File: config.mk
export PLATFORM = sky130hd
export DESIGN_NAME = gradient_valve_sequencer_flat
export DESIGN_NICKNAME = d
export VERILOG_FILES = /design/src/rtl/gradient_valve_sequencer_if.sv /design/src/rtl/gradient_valve_sequencer.sv /design/src/flat_wrapper.sv
export SDC_FILE = /design/constraint.sdc
export NUM_CORES = 1
export LEC_CHECK = 0
export ABC_AREA = 0
export CORE_MARGIN = 1
export CORE_UTILIZATION = 48
export CTS_CLUSTER_SIZE = 16
export DETAILED_ROUTE_END_ITERATION = 7
export PLACE_DENSITY = 0.76
export SLEW_MARGIN = 40
export SYNTH_ARGS = -nofsm -noshare
export SYNTH_HDL_FRONTEND = slang
export SYNTH_SLANG_ARGS = --single-unit
File: constraint.sdc
create_clock -name clk -period 2.6 [get_ports clk]
set_input_delay 0.26 -clock clk [delete_from_list [all_inputs] [get_ports clk]]
set_output_delay 0.26 -clock clk [all_outputs]
set_load 0.05 [all_outputs]
File: src/rtl/gradient_valve_sequencer_if.sv
// Host-side config/handshake and valve-driver bundle for the gradient valve sequencer.
// The master drives config and strobes; the slave (sequencer) drives the valve pins and status.
interface gradient_valve_sequencer_if #(
   parameter int N_IN  = 2,
   parameter int N_OUT = 7,
   parameter int CNT_W = 16,
   parameter int PWM_W = 8
);
   localparam int IDX_W = (N_OUT > 1) ? $clog2(N_OUT) : 1;

   logic                    start;
   logic                    stop;
   logic                    pingpong;
   logic [N_IN*PWM_W-1:0]   duty;
   logic [CNT_W-1:0]        prime_cyc;
   logic [CNT_W-1:0]        dwell_cyc;
   logic [CNT_W-1:0]        settle_cyc;
   logic [N_IN-1:0]         in_valve;
   logic [N_OUT-1:0]        out_valve;
   logic [IDX_W-1:0]        cur_outlet;
   logic                    busy;
   logic                    done;

   modport master (
      output start, stop, pingpong, duty, prime_cyc, dwell_cyc, settle_cyc,
      input  in_valve, out_valve, cur_outlet, busy, done
   );

   modport slave (
      input  start, stop, pingpong, duty, prime_cyc, dwell_cyc, settle_cyc,
      output in_valve, out_valve, cur_outlet, busy, done
   );
endinterface

File: src/rtl/gradient_valve_sequencer.sv
// Valve sequencer: inlet PWM plus a one-hot outlet sweep (single or ping-pong) with
// break-before-make settle gaps. Outputs are registered from the next-state values.
module gradient_valve_sequencer #(
   parameter int N_IN  = 2,
   parameter int N_OUT = 7,
   parameter int CNT_W = 16,
   parameter int PWM_W = 8
) (
   input  logic                        clk,
   input  logic                        rst,
   gradient_valve_sequencer_if.slave   bus
);
   localparam int IDX_W = (N_OUT > 1) ? $clog2(N_OUT) : 1;
   localparam logic [IDX_W-1:0] LAST_IDX = IDX_W'(N_OUT - 1);

   typedef enum logic [2:0] {IDLE, PRIME, DWELL, SETTLE, DONE} state_t;

   state_t                  state_reg, state_next;
   logic [CNT_W-1:0]        cnt_reg, cnt_next;
   logic [IDX_W-1:0]        idx_reg, idx_next;
   logic                    dir_down_reg, dir_down_next;
   logic [PWM_W-1:0]        pwm_reg, pwm_next;
   logic [N_IN*PWM_W-1:0]   duty_sh_reg, duty_sh_next;
   logic [CNT_W-1:0]        dwell_sh_reg, dwell_sh_next;
   logic [CNT_W-1:0]        settle_sh_reg, settle_sh_next;
   logic                    pingpong_sh_reg, pingpong_sh_next;

   logic [N_IN-1:0]         in_valve_reg, in_valve_next;
   logic [N_OUT-1:0]        out_valve_reg, out_valve_next;
   logic [IDX_W-1:0]        cur_outlet_reg;
   logic                    busy_reg, busy_next;
   logic                    done_reg, done_next;

   always_ff @(posedge clk or posedge rst) begin
      if (rst) begin
         state_reg       <= IDLE;
         cnt_reg         <= '0;
         idx_reg         <= '0;
         dir_down_reg    <= 1'b0;
         pwm_reg         <= '0;
         duty_sh_reg     <= '0;
         dwell_sh_reg    <= '0;
         settle_sh_reg   <= '0;
         pingpong_sh_reg <= 1'b0;
         in_valve_reg    <= '0;
         out_valve_reg   <= '0;
         cur_outlet_reg  <= '0;
         busy_reg        <= 1'b0;
         done_reg        <= 1'b0;
      end else begin
         state_reg       <= state_next;
         cnt_reg         <= cnt_next;
         idx_reg         <= idx_next;
         dir_down_reg    <= dir_down_next;
         pwm_reg         <= pwm_next;
         duty_sh_reg     <= duty_sh_next;
         dwell_sh_reg    <= dwell_sh_next;
         settle_sh_reg   <= settle_sh_next;
         pingpong_sh_reg <= pingpong_sh_next;
         in_valve_reg    <= in_valve_next;
         out_valve_reg   <= out_valve_next;
         cur_outlet_reg  <= idx_next;
         busy_reg        <= busy_next;
         done_reg        <= done_next;
      end
   end

   always_comb begin
      state_next       = state_reg;
      cnt_next         = cnt_reg;
      idx_next         = idx_reg;
      dir_down_next    = dir_down_reg;
      pwm_next         = pwm_reg + PWM_W'(1);
      duty_sh_next     = duty_sh_reg;
      dwell_sh_next    = dwell_sh_reg;
      settle_sh_next   = settle_sh_reg;
      pingpong_sh_next = pingpong_sh_reg;

      if (bus.stop) begin
         state_next    = IDLE;
         idx_next      = '0;
         dir_down_next = 1'b0;
      end else begin
         case (state_reg)
            IDLE, DONE: begin
               if (bus.start) begin
                  state_next       = PRIME;
                  cnt_next         = bus.prime_cyc;
                  idx_next         = '0;
                  dir_down_next    = 1'b0;
                  pwm_next         = '0;
                  duty_sh_next     = bus.duty;
                  dwell_sh_next    = bus.dwell_cyc;
                  settle_sh_next   = bus.settle_cyc;
                  pingpong_sh_next = bus.pingpong;
               end
            end
            PRIME: begin
               if (cnt_reg == '0) begin
                  state_next = DWELL;
                  idx_next   = '0;
                  cnt_next   = dwell_sh_reg;
               end else begin
                  cnt_next = cnt_reg - CNT_W'(1);
               end
            end
            DWELL: begin
               if (cnt_reg == '0) begin
                  state_next = SETTLE;
                  cnt_next   = settle_sh_reg;
               end else begin
                  cnt_next = cnt_reg - CNT_W'(1);
               end
            end
            SETTLE: begin
               if (cnt_reg != '0) begin
                  cnt_next = cnt_reg - CNT_W'(1);
               end else if (!pingpong_sh_reg && idx_reg == LAST_IDX) begin
                  state_next = DONE;
               end else begin
                  state_next = DWELL;
                  cnt_next   = dwell_sh_reg;
                  // Turning at an end visits that end outlet only once per turn.
                  if (!pingpong_sh_reg) begin
                     idx_next = idx_reg + IDX_W'(1);
                  end else if (!dir_down_reg) begin
                     if (idx_reg == LAST_IDX) begin
                        dir_down_next = 1'b1;
                        idx_next      = idx_reg - IDX_W'(1);
                     end else begin
                        idx_next = idx_reg + IDX_W'(1);
                     end
                  end else begin
                     if (idx_reg == '0) begin
                        dir_down_next = 1'b0;
                        idx_next      = idx_reg + IDX_W'(1);
                     end else begin
                        idx_next = idx_reg - IDX_W'(1);
                     end
                  end
               end
            end
            default: state_next = IDLE;
         endcase
      end
   end

   assign busy_next = (state_next == PRIME) || (state_next == DWELL) || (state_next == SETTLE);
   assign done_next = (state_next == DONE) && (state_reg != DONE);

   genvar gi;
   generate
      for (gi = 0; gi < N_OUT; gi++) begin : g_out
         assign out_valve_next[gi] = (state_next == DWELL) && (idx_next == IDX_W'(gi));
      end
      for (gi = 0; gi < N_IN; gi++) begin : g_in
         assign in_valve_next[gi] = busy_next && (pwm_next < duty_sh_next[gi*PWM_W +: PWM_W]);
      end
   endgenerate

   assign bus.in_valve   = in_valve_reg;
   assign bus.out_valve  = out_valve_reg;
   assign bus.cur_outlet = cur_outlet_reg;
   assign bus.busy       = busy_reg;
   assign bus.done       = done_reg;
endmodule
File: src/flat_wrapper.sv
// flat-port wrapper written by rule: the top's interface ports become plain ports
module gradient_valve_sequencer_flat 
#(
   parameter int N_IN  = 2,
   parameter int N_OUT = 7,
   parameter int CNT_W = 16,
   parameter int PWM_W = 8
)
  (clk, rst, bus_start, bus_stop, bus_pingpong, bus_duty, bus_prime_cyc, bus_dwell_cyc, bus_settle_cyc, bus_in_valve, bus_out_valve, bus_cur_outlet, bus_busy, bus_done);
  gradient_valve_sequencer_if #(.N_IN(N_IN), .N_OUT(N_OUT), .CNT_W(CNT_W), .PWM_W(PWM_W)) bus_i ();
  input  logic clk;
  input  logic rst;
  input wire logic [$bits(bus_i.start)-1:0] bus_start;
  input wire logic [$bits(bus_i.stop)-1:0] bus_stop;
  input wire logic [$bits(bus_i.pingpong)-1:0] bus_pingpong;
  input wire logic [$bits(bus_i.duty)-1:0] bus_duty;
  input wire logic [$bits(bus_i.prime_cyc)-1:0] bus_prime_cyc;
  input wire logic [$bits(bus_i.dwell_cyc)-1:0] bus_dwell_cyc;
  input wire logic [$bits(bus_i.settle_cyc)-1:0] bus_settle_cyc;
  output wire logic [$bits(bus_i.in_valve)-1:0] bus_in_valve;
  output wire logic [$bits(bus_i.out_valve)-1:0] bus_out_valve;
  output wire logic [$bits(bus_i.cur_outlet)-1:0] bus_cur_outlet;
  output wire logic [$bits(bus_i.busy)-1:0] bus_busy;
  output wire logic [$bits(bus_i.done)-1:0] bus_done;
  assign bus_i.start = bus_start;
  assign bus_i.stop = bus_stop;
  assign bus_i.pingpong = bus_pingpong;
  assign bus_i.duty = bus_duty;
  assign bus_i.prime_cyc = bus_prime_cyc;
  assign bus_i.dwell_cyc = bus_dwell_cyc;
  assign bus_i.settle_cyc = bus_settle_cyc;
  assign bus_in_valve = bus_i.in_valve;
  assign bus_out_valve = bus_i.out_valve;
  assign bus_cur_outlet = bus_i.cur_outlet;
  assign bus_busy = bus_i.busy;
  assign bus_done = bus_i.done;
  gradient_valve_sequencer #(.N_IN(N_IN), .N_OUT(N_OUT), .CNT_W(CNT_W), .PWM_W(PWM_W)) u_core (.clk(clk), .rst(rst), .bus(bus_i));
endmodule
## Word-level counts from Yosys, hierarchy flattened

Index checks and enable logic that the tools add are counted.

- Output and inout bits: 14
- Register bits after elaboration: 91
- Word-level logic and storage cells: 105
- Bits of input ports: 69

- Order comparisons: 2
- Add/subtract/negate cells: 4
- Bitwise gates (word level): 1
- Reduce and logical (&&, ||, !) cells: 25
- Muxes and demuxes: 38
- Equality and inequality tests: 22

Operators with widths:

| cell | count |
|---|---|
| two-way mux 16 bit | 8 |
| case mux 16 bit (4 select lines) | 1 |
| two-way mux 3 bit | 15 |
| two-way mux 8 bit | 3 |
| equality test 3 x 2 -> 1 bit, second input constant | 6 |
| equality test 3 bit, second input constant | 6 |
| logical NOT 16 bit | 1 |
| less-than comparator 8 bit | 2 |
| nonzero test 16 bit | 1 |
| subtractor 16 x 1 -> 16 bit, second input constant | 1 |
| != test 3 bit, second input constant | 4 |
| case mux 3 bit (4 select lines) | 1 |
| logical AND 1 bit | 11 |
| equality test 3 x 1 -> 1 bit, second input constant | 3 |
| logical NOT 3 bit | 3 |
| case mux 3 bit (3 select lines) | 1 |
| adder 8 x 1 -> 8 bit, second input constant | 1 |
| two-way mux 1 bit | 8 |
| != test 3 x 2 -> 1 bit, second input constant | 2 |
| AND reduction 5 bit | 1 |
| AND reduction 4 bit | 1 |
| nonzero test 4 bit | 1 |
| adder 3 x 1 -> 3 bit, second input constant | 1 |
| AND reduction 3 bit | 1 |
| 8 further kinds | 9 |

## Logic depth before layout (Yosys ltp)

Gate-level depths: netlist (run 1).

- Word-level depth: 10
- Gate-level depth with buffers: 12
- Mapped depth without buffers: 10

## Worst setup path before layout (run 1)

OpenSTA, ideal clock, no wires.

- Path kind: reg2reg
- From: register u_core.state_reg[1]
- To: register u_core.in_valve_reg[1] (netlist: u_core.bus.in_valve[1])
- Clock period less this slack: 2.758 ns
- Buffers on the path: 4
- Setup time: 0.099 ns
- Data required time: 2.501 ns
- Stages on the path, launching flop included: 12
- Path slack: -0.158 ns
- Arrival time: 2.659 ns
- Cells stage by stage: dfrtp_1 clkbuf_1 nor4b_1 buf_2 clkbuf_1 clkbuf_1 nor2_1 ha_1 and4_1 a21oi_1 nand2_1 a311oi_1

- Elaborated cells on any way between the ends: 23
- Those cells by class: order compare: 1; eq/ne: 7; mux: 10; reduce/logical: 5

RTL lines:

| item | line | RTL |
|---|---|---|
| from (decl) | gradient_valve_sequencer.sv:18 | `state_t state_reg, state_next;` |
| from (signal assigned) | gradient_valve_sequencer.sv:51 | `state_reg <= state_next;` |
| equality test 3 bit or logical NOT 3 bit (tied branches) | gradient_valve_sequencer.sv:84 | `case (state_reg)` |
| OR reduction 2 bit (*) | gradient_valve_sequencer.sv:84 |  |
| two-way mux 8 bit (*) | gradient_valve_sequencer.sv:84 |  |
| two-way mux 8 bit (*) | gradient_valve_sequencer.sv:79 | `if (bus.stop) begin` |
| net u_core.pwm_next[7] | gradient_valve_sequencer.sv:22 | `logic [PWM_W-1:0] pwm_reg, pwm_next;` |
| less-than comparator 8 bit (*) | gradient_valve_sequencer.sv:157 | `assign in_valve_next[gi] = busy_next && (pwm_next < duty_sh_next[gi*PWM_W +: PWM_W]);` |
| logical AND 1 bit (*) | gradient_valve_sequencer.sv:157 |  |
| net u_core.in_valve_next[1] | gradient_valve_sequencer.sv:28 | `logic [N_IN-1:0] in_valve_reg, in_valve_next;` |
| to (signal assigned) | gradient_valve_sequencer.sv:60 | `in_valve_reg <= in_valve_next;` |
| to (decl) | gradient_valve_sequencer.sv:28 |  |

Mark *: on every way through the listed nets, which the timed path passes. The rest lies on a longest branch.
A chain may end at the register's enable or synchronous reset.

## Final worst setup path (run 1)

- From: register u_core.state_reg[1]
- To: register u_core.in_valve_reg[1] (netlist: u_core.bus.in_valve[1])

- Elaborated cells on any way between the ends: 23
- Those cells by class: order compare: 1; eq/ne: 7; mux: 10; reduce/logical: 5

RTL lines:

| item | line | RTL |
|---|---|---|
| equality test 3 bit or logical NOT 3 bit (tied branches) | gradient_valve_sequencer.sv:84 |  |
| OR reduction 2 bit (*) | gradient_valve_sequencer.sv:84 |  |
| two-way mux 16 bit (*) | gradient_valve_sequencer.sv:84 |  |
| two-way mux 16 bit (*) | gradient_valve_sequencer.sv:79 |  |
| net u_core.duty_sh_next[15] | gradient_valve_sequencer.sv:23 | `logic [N_IN*PWM_W-1:0] duty_sh_reg, duty_sh_next;` |
| less-than comparator 8 bit (*) | gradient_valve_sequencer.sv:157 |  |
| logical AND 1 bit (*) | gradient_valve_sequencer.sv:157 |  |
| net u_core.in_valve_next[1] | gradient_valve_sequencer.sv:28 |  |

Marks and branches as above.

==> impl_metrics.json, run 1 <==
{
  "power_density_nw_per_um2": 612,
  "min_period_over_period": 0.939,
  "worst_pin_slew_ns": 0.500,
  "finalHoldViolCount": 0,
  "cts_root_buf": "clkbuf_8",
  "place_hpwl_mm": 8.63,
  "cts-buffers-inserted": 9,
  "area_growth_pct": 25.6,
  "path_clk_slew_ns": 0.10,
  "clk_path_buf_depth": 2,
  "nNetsFinal": 751,
  "ios": 83,
  "async_reset_ff_frac": 1.00,
  "post-synth-top-area-cell": "dfrtp_1",
  "ys_ff_latch": 91,
  "final.setup.tns_ns": 0,
  "rows": 36,
  "regToRegStartpoint": "u_core.state_reg[1]$_DFF_PP0_",
  "routed_via_density": 5.44,
  "syn_inst": 577,
  "ctsHtreeMaxLevel": 3,
  "crit_arrival_ns": 2.70,
  "synth_edf_count": 0,
  "syn-num-nets": 667,
  "vdd_drop_max_uv": 324,
  "initial_core_util": 0.501,
  "ff2ff_path_depth": 11,
  "hp-class": "in -> async",
  "cts_tree": "done",
  "yosysWarnings": 0,
  "clkPwrFrac": 0.238,
  "cap_viol_max_count": 0,
  "final.min_clock_period_ns": 2.44,
  "syn_avg_cell_area_um2": 8.60,
  "yosys-top-cells-area": "dfrtp_1 (46%), nand2_1 (13%), ha_1 (5.3%), a21oi_1 (2.8%), inv_1 (2.1%)",
  "overflow": 0,
  "cp_max_fo": 18,
  "drc": 0,
  "cp-end-kind": "register",
  "clk_latency_ns": 0.36,
  "startpoint_type": "register",
  "die_y_um": 104,
  "first_pass_iters": 5,
  "coreArea_um2": 9910,
  "comb_power_share": 0.280,
  "p_leak_uw": 0.00287,
  "swShare": 0.339,
  "final_cell_mix": "nand2_1 (169), dfrtp_1 (91), clkdlybuf4s50_1 (82)",
  "clock_sinks": 91,
  "drt_iter0_markers": 240,
  "drt_wl_total_mm": 11.8,
  "synth.top_cell.area_share": 0.459,
  "setup_viol": 0,
  "grt_pass1_vias": 4177,
  "cp.required_ns": 2.86,
  "outcome": "finished, final reports clean",
  "die_area_um2": 10800,
  "syn_area_um2": 4960,
  "n_antenna_cell": 0,
  "io_buffer_count": 82,
  "die_w_um": 104,
  "criticalPathCategory": "reg -> reg",
  "power.internal_uw": 2520,
  "slew_headroom": 0.666,
  "max_freq_mhz": 410,
  "layout_commonest_cell": "nand2_1",
  "vias": 4343,
  "ys_types": 61,
  "fin_hold_ws_ns": 0.360,
  "grt_pass1_wl_mm": 19.6,
  "yosysSeqAreaShare": 0.459,
  "finalWeightedCongestion": 0.840,
  "ant_nets": 0,
  "post_cts_buffers": 0,
  "power_switching_uw": 1300,
  "r2r-end": "u_core.bus.in_valve[1]$_DFF_PP0_",
  "r2r_slack_ns": 0.16,
  "seqPwrFrac": 0.483,
  "clock_skew_ns": 0.0146,
  "antenna_found_initial": 0,
  "synthFlopType": "dfrtp_1",
  "wl_per_cell_um": 14.8,
  "grt_max_degree": 92,
  "grt_usage": 0.226,
  "drive_above_1_share": 0.0901,
  "slew_viol_final": 0
}
## layer usage
layer / vias to the layer above / global-route usage / wire [um]
met5: - / 0 / 0
met4: 0 / 0.0949 / 266
met3: 20 / 0.0271 / 573
met2: 135 / 0.367 / 5760
met1: 2059 / 0.307 / 5220
li1: 2129 / - / -
## per-stage QoR
step                      instance area [um^2]  total power, uW  instances  setup slack [ns]   util
final                                     6240             3820        799             0.159  0.629
after global routing                      6240             4070        799         -0.000456  0.629
after CTS                                 6210             3830        799            0.0628  0.627
after detailed placement                  6030             2920        783            -0.297  0.608
after global placement                    6030             2850        783            -0.159  0.608
after floorplan                           4980             2520        577            0.0132      -
## timing repair
| action | 4_1_cts | 5_1_grt |
|---|---|---|
| hold buffers | 0 | 0 |
| gates resized for setup | 0 | 7 |
| endpoints found under the setup margin | 0 | 4 |
## cells by family (layout without fill, tap and decap cells)
kind of cell	after synthesis	in the layout	share of synthesized area
AOI/OAI and AO/OA	102	102	0.139
xor gates and xnor gates	12	12	0.0212
adders and majority gates	21	21	0.0529
buffers and inverters	62	151	0.0499
DFF	91	91	0.459
muxes	7	7	0.0141
and+or+nand+nor	282	282	0.264
## layout make-up
cell class              instances  area [um^2]
inverters                      29          113
flip-flops and latches         91         2280
repair buffers                106         1040
clock buffers                   9          124
multi-input cells             424         2460
clock inverters                 7         56.3
fillers                       846         3670
well taps                     133          166
## power groups by stage
stage / clock network (uW) / registers [uW] / logic [uW]
2_1_floorplan: 0 / 1850 / 674
3_3_place_gp: 0 / 1850 / 995
3_5_place_dp: 0 / 1860 / 1050
4_1_cts: 931 / 1840 / 1060
5_1_grt: 994 / 1870 / 1200
6_report: 907 / 1840 / 1070
## how the worst max path moves through the flow
stage,to,startpoint,slack [ns]
5_1_grt,u_core.bus.in_valve[0]$_DFF_PP0_,u_core.state_reg[1]$_DFF_PP0_,-0.0005
2_1_floorplan,u_core.bus.in_valve[0]$_DFF_PP0_,u_core.state_reg[1]$_DFF_PP0_,0.01
4_1_cts,u_core.bus.in_valve[1]$_DFF_PP0_,u_core.state_reg[1]$_DFF_PP0_,0.06
6_report,u_core.bus.in_valve[1]$_DFF_PP0_,u_core.state_reg[1]$_DFF_PP0_,0.16
3_3_place_gp,u_core.bus.in_valve[1]$_DFF_PP0_,bus_stop,-0.16
3_5_place_dp,u_core.bus.in_valve[1]$_DFF_PP0_,bus_stop,-0.30
## worst max-delay path, stage by stage, from the launching register on
cell and delay, ns:
dfrtp_1 0.41, buf_4 0.21, nor4b_2 0.26, buf_4 0.28
nand2_1 0.10, nand2_1 0.09, inv_1 0.05, ha_1 0.29
and4_1 0.22, a21oi_1 0.14, nand2_1 0.06, a311oi_1 0.24
## synthesized netlist by cell type (7+ instances only)
library cell and number:
and2_1 14, mux2i_1 7, a22oi_1 9, nand2_1 169, nand3_1 19, nor2_1 27, inv_1 28, nor3_1 9
clkbuf_1 24, o22ai_1 8, dfrtp_1 91, o21ai_0 13, ha_1 21, a21oi_1 28
No activity file was read; power rests on OpenSTA's default activity.
==> run 2, diff against run 1 <==
--- a/config.mk
+++ b/config.mk
@@ -8,7 +8,7 @@
 export ABC_AREA = 0
 export CORE_MARGIN = 1
 export CORE_UTILIZATION = 48
-export CTS_CLUSTER_SIZE = 16
+export CTS_CLUSTER_SIZE = 40
 export DETAILED_ROUTE_END_ITERATION = 7
 export PLACE_DENSITY = 0.76
 export SLEW_MARGIN = 40
==> results of run 2 <==
No change in the layout: final DEF, timing and power equal those of run 1.
==> run 3, diff against run 2 <==
--- a/config.mk
+++ b/config.mk
@@ -6,7 +6,8 @@
 export NUM_CORES = 1
 export LEC_CHECK = 0
 export ABC_AREA = 0
-export CORE_MARGIN = 1
+export ABC_CLOCK_PERIOD_IN_PS = 2600
+export CORE_MARGIN = 8
 export CORE_UTILIZATION = 48
 export CTS_CLUSTER_SIZE = 40
 export DETAILED_ROUTE_END_ITERATION = 7
==> run 3 against run 2 <==
Against the previous run:
- wire length is 5.5% higher
- total power grew 1.8%
- count of clock-buffer cells in the layout increased by 1
- combinational power is essentially flat
- fmax is 0.12% lower
- sequential share of layout area down 0.31 points
- largest cell class unchanged
- register-to-register slack about the same
- cell count up 0.63%
- critical path depth decreased by 1
- via count up 1.2%
- worst hold slack improved by 0.020 ns
==> impl_metrics.json, run 3 (synthesis gave the netlist of run 1 again) <==
{
  "setup_viol": 0,
  "drc": 0,
  "regToRegStartpoint": "u_core.state_reg[1]$_DFF_PP0_",
  "setup_slack_ns": 0.156,
  "ctsHtreeMaxLevel": 3,
  "place_worst_setup_slack_ns": -0.231,
  "clock_sinks": 91,
  "final_cell_mix": "nand2_1 (169), dfrtp_1 (91), clkdlybuf4s50_1 (82)",
  "ant_nets": 0,
  "cts_tree": "done",
  "power_density_nw_per_um2": 618,
  "routed_via_density": 5.47,
  "grt_usage": 0.180,
  "grt_max_degree": 92,
  "cap_viol_max_count": 0,
  "final.min_clock_period_ns": 2.44,
  "n_antenna_cell": 0,
  "path_clk_slew_ns": 0.09,
  "final.setup.tns_ns": 0,
  "finalHoldViolCount": 0,
  "crit_arrival_ns": 2.70,
  "slew_viol_final": 0,
  "swShare": 0.324,
  "io_buffer_count": 82,
  "first_pass_iters": 5,
  "initial_core_util": 0.487,
  "clkPwrFrac": 0.253,
  "comb_power_share": 0.273,
  "die_area_um2": 13900,
  "placedCellCount": 787,
  "cp_max_fo": 18,
  "p_leak_uw": 0.00288,
  "post_cts_buffers": 0,
  "slew_headroom": 0.592,
  "r2r-end": "u_core.bus.in_valve[1]$_DFF_PP0_",
  "grt_pass1_vias": 4416,
  "overflow": 0,
  "place_area_um2": 6040,
  "ios": 83,
  "power_uw": 3890,
  "drive_above_1_share": 0.0958,
  "area_growth_pct": 26.7,
  "place_hpwl_mm": 9.26,
  "criticalPathCategory": "reg -> reg",
  "clk_path_buf_depth": 2,
  "fillCellCount": 901,
  "cp.required_ns": 2.86,
  "wl_met1_mm": 5.65,
  "die_w_um": 118,
  "power.internal_uw": 2630,
  "antenna_found_initial": 0,
  "max_freq_mhz": 409,
  "nNetsFinal": 753,
  "startpoint_type": "register",
  "drt_wl_total_mm": 12.5,
  "wl_met3_um": 567,
  "power_switching_uw": 1260,
  "cts_root_buf": "clkbuf_8",
  "finalWeightedCongestion": 0.881,
  "r2r_slack_ns": 0.16,
  "wl_per_cell_um": 15.5,
  "layout_commonest_cell": "nand2_1",
  "vias": 4395,
  "final_cells": 804,
  "highest_layer": "met4",
  "hp-class": "in -> async",
  "grt_pass1_wl_mm": 20.8,
  "cts-buffers-inserted": 9,
  "worst_pin_slew_ns": 0.611,
  "coreArea_um2": 10200,
  "die_y_um": 118,
  "outcome": "finished, final reports clean",
  "seqPwrFrac": 0.474,
  "clock_skew_ns": 0.00916,
  "vdd_drop_max_uv": 327,
  "cp-end-kind": "register",
  "rows": 37,
  "clk_latency_ns": 0.36,
  "ff2ff_path_depth": 10,
  "min_period_over_period": 0.940,
  "design_area_um2": 6290,
  "drt_iter0_markers": 322,
  "wl_met2_mm": 6.09,
  "rsz0062_at_grt": "no"
}
[run 3: worst max path at each step]
| stage | end | from |
|---|---|---|
| finish | u_core.bus.in_valve[1]$_DFF_PP0_ | u_core.state_reg[1]$_DFF_PP0_ |
| global route | u_core.bus.in_valve[1]$_DFF_PP0_ | u_core.state_reg[1]$_DFF_PP0_ |
| CTS | u_core.bus.in_valve[1]$_DFF_PP0_ | u_core.state_reg[1]$_DFF_PP0_ |
| detailed placement | u_core.bus.in_valve[0]$_DFF_PP0_ | bus_stop |
| global placement | u_core.bus.in_valve[1]$_DFF_PP0_ | bus_stop |
| floorplan | u_core.bus.in_valve[0]$_DFF_PP0_ | u_core.state_reg[1]$_DFF_PP0_ |
[run 3: repair_timing]
action / CTS / global route
endpoints found under the setup margin: 0 / 7
hold buffers: 0 / 0
gates resized for setup: 0 / 12
[run 3: power by group through the flow]
stage	registers (uW)	logic (uW)	clock network, uW
6_report	1840	1060	982
4_1_cts	1840	1050	993
3_5_place_dp	1870	1040	0
2_1_floorplan	1850	674	0
3_3_place_gp	1850	991	0
5_1_grt	1870	1190	1050
[run 3: metrics by stage]
| stage | util | hold slack, ns |
|---|---|---|
| after global placement | 0.593 | 0.457 |
| final | 0.618 | 0.380 |
| after floorplan | - | 0.365 |
| after global routing | 0.618 | 0.424 |
| after detailed placement | 0.593 | 0.462 |
| after CTS | 0.613 | 0.397 |
[run 3: area by class of cell]
type	count	area, um^2	share of cell area
multi-input cells	424	2470	0.393
flip-flops and latches	91	2280	0.362
repair buffers	108	1050	0.168
well taps	136	170	0.0271
clock buffers	10	138	0.0219
inverters	29	113	0.0179
clock inverters	6	63.8	0.0101
[run 3: per-layer routing]
layer	global-route usage	vias to the layer above
met3	0.0312	15
met2	0.301	141
met5	0	-
li1	-	2137
met4	0.0600	0
met1	0.229	2102
[run 3: worst max-delay path: stages (launching register included)]
cell and delay, ns:
dfrtp_1 0.40, buf_4 0.21, nor4b_4 0.30, buf_6 0.20
buf_12 0.12, nor2_1 0.09, ha_1 0.32, and4_1 0.22
a21oi_1 0.15, nand2_1 0.08, a311oi_2 0.26
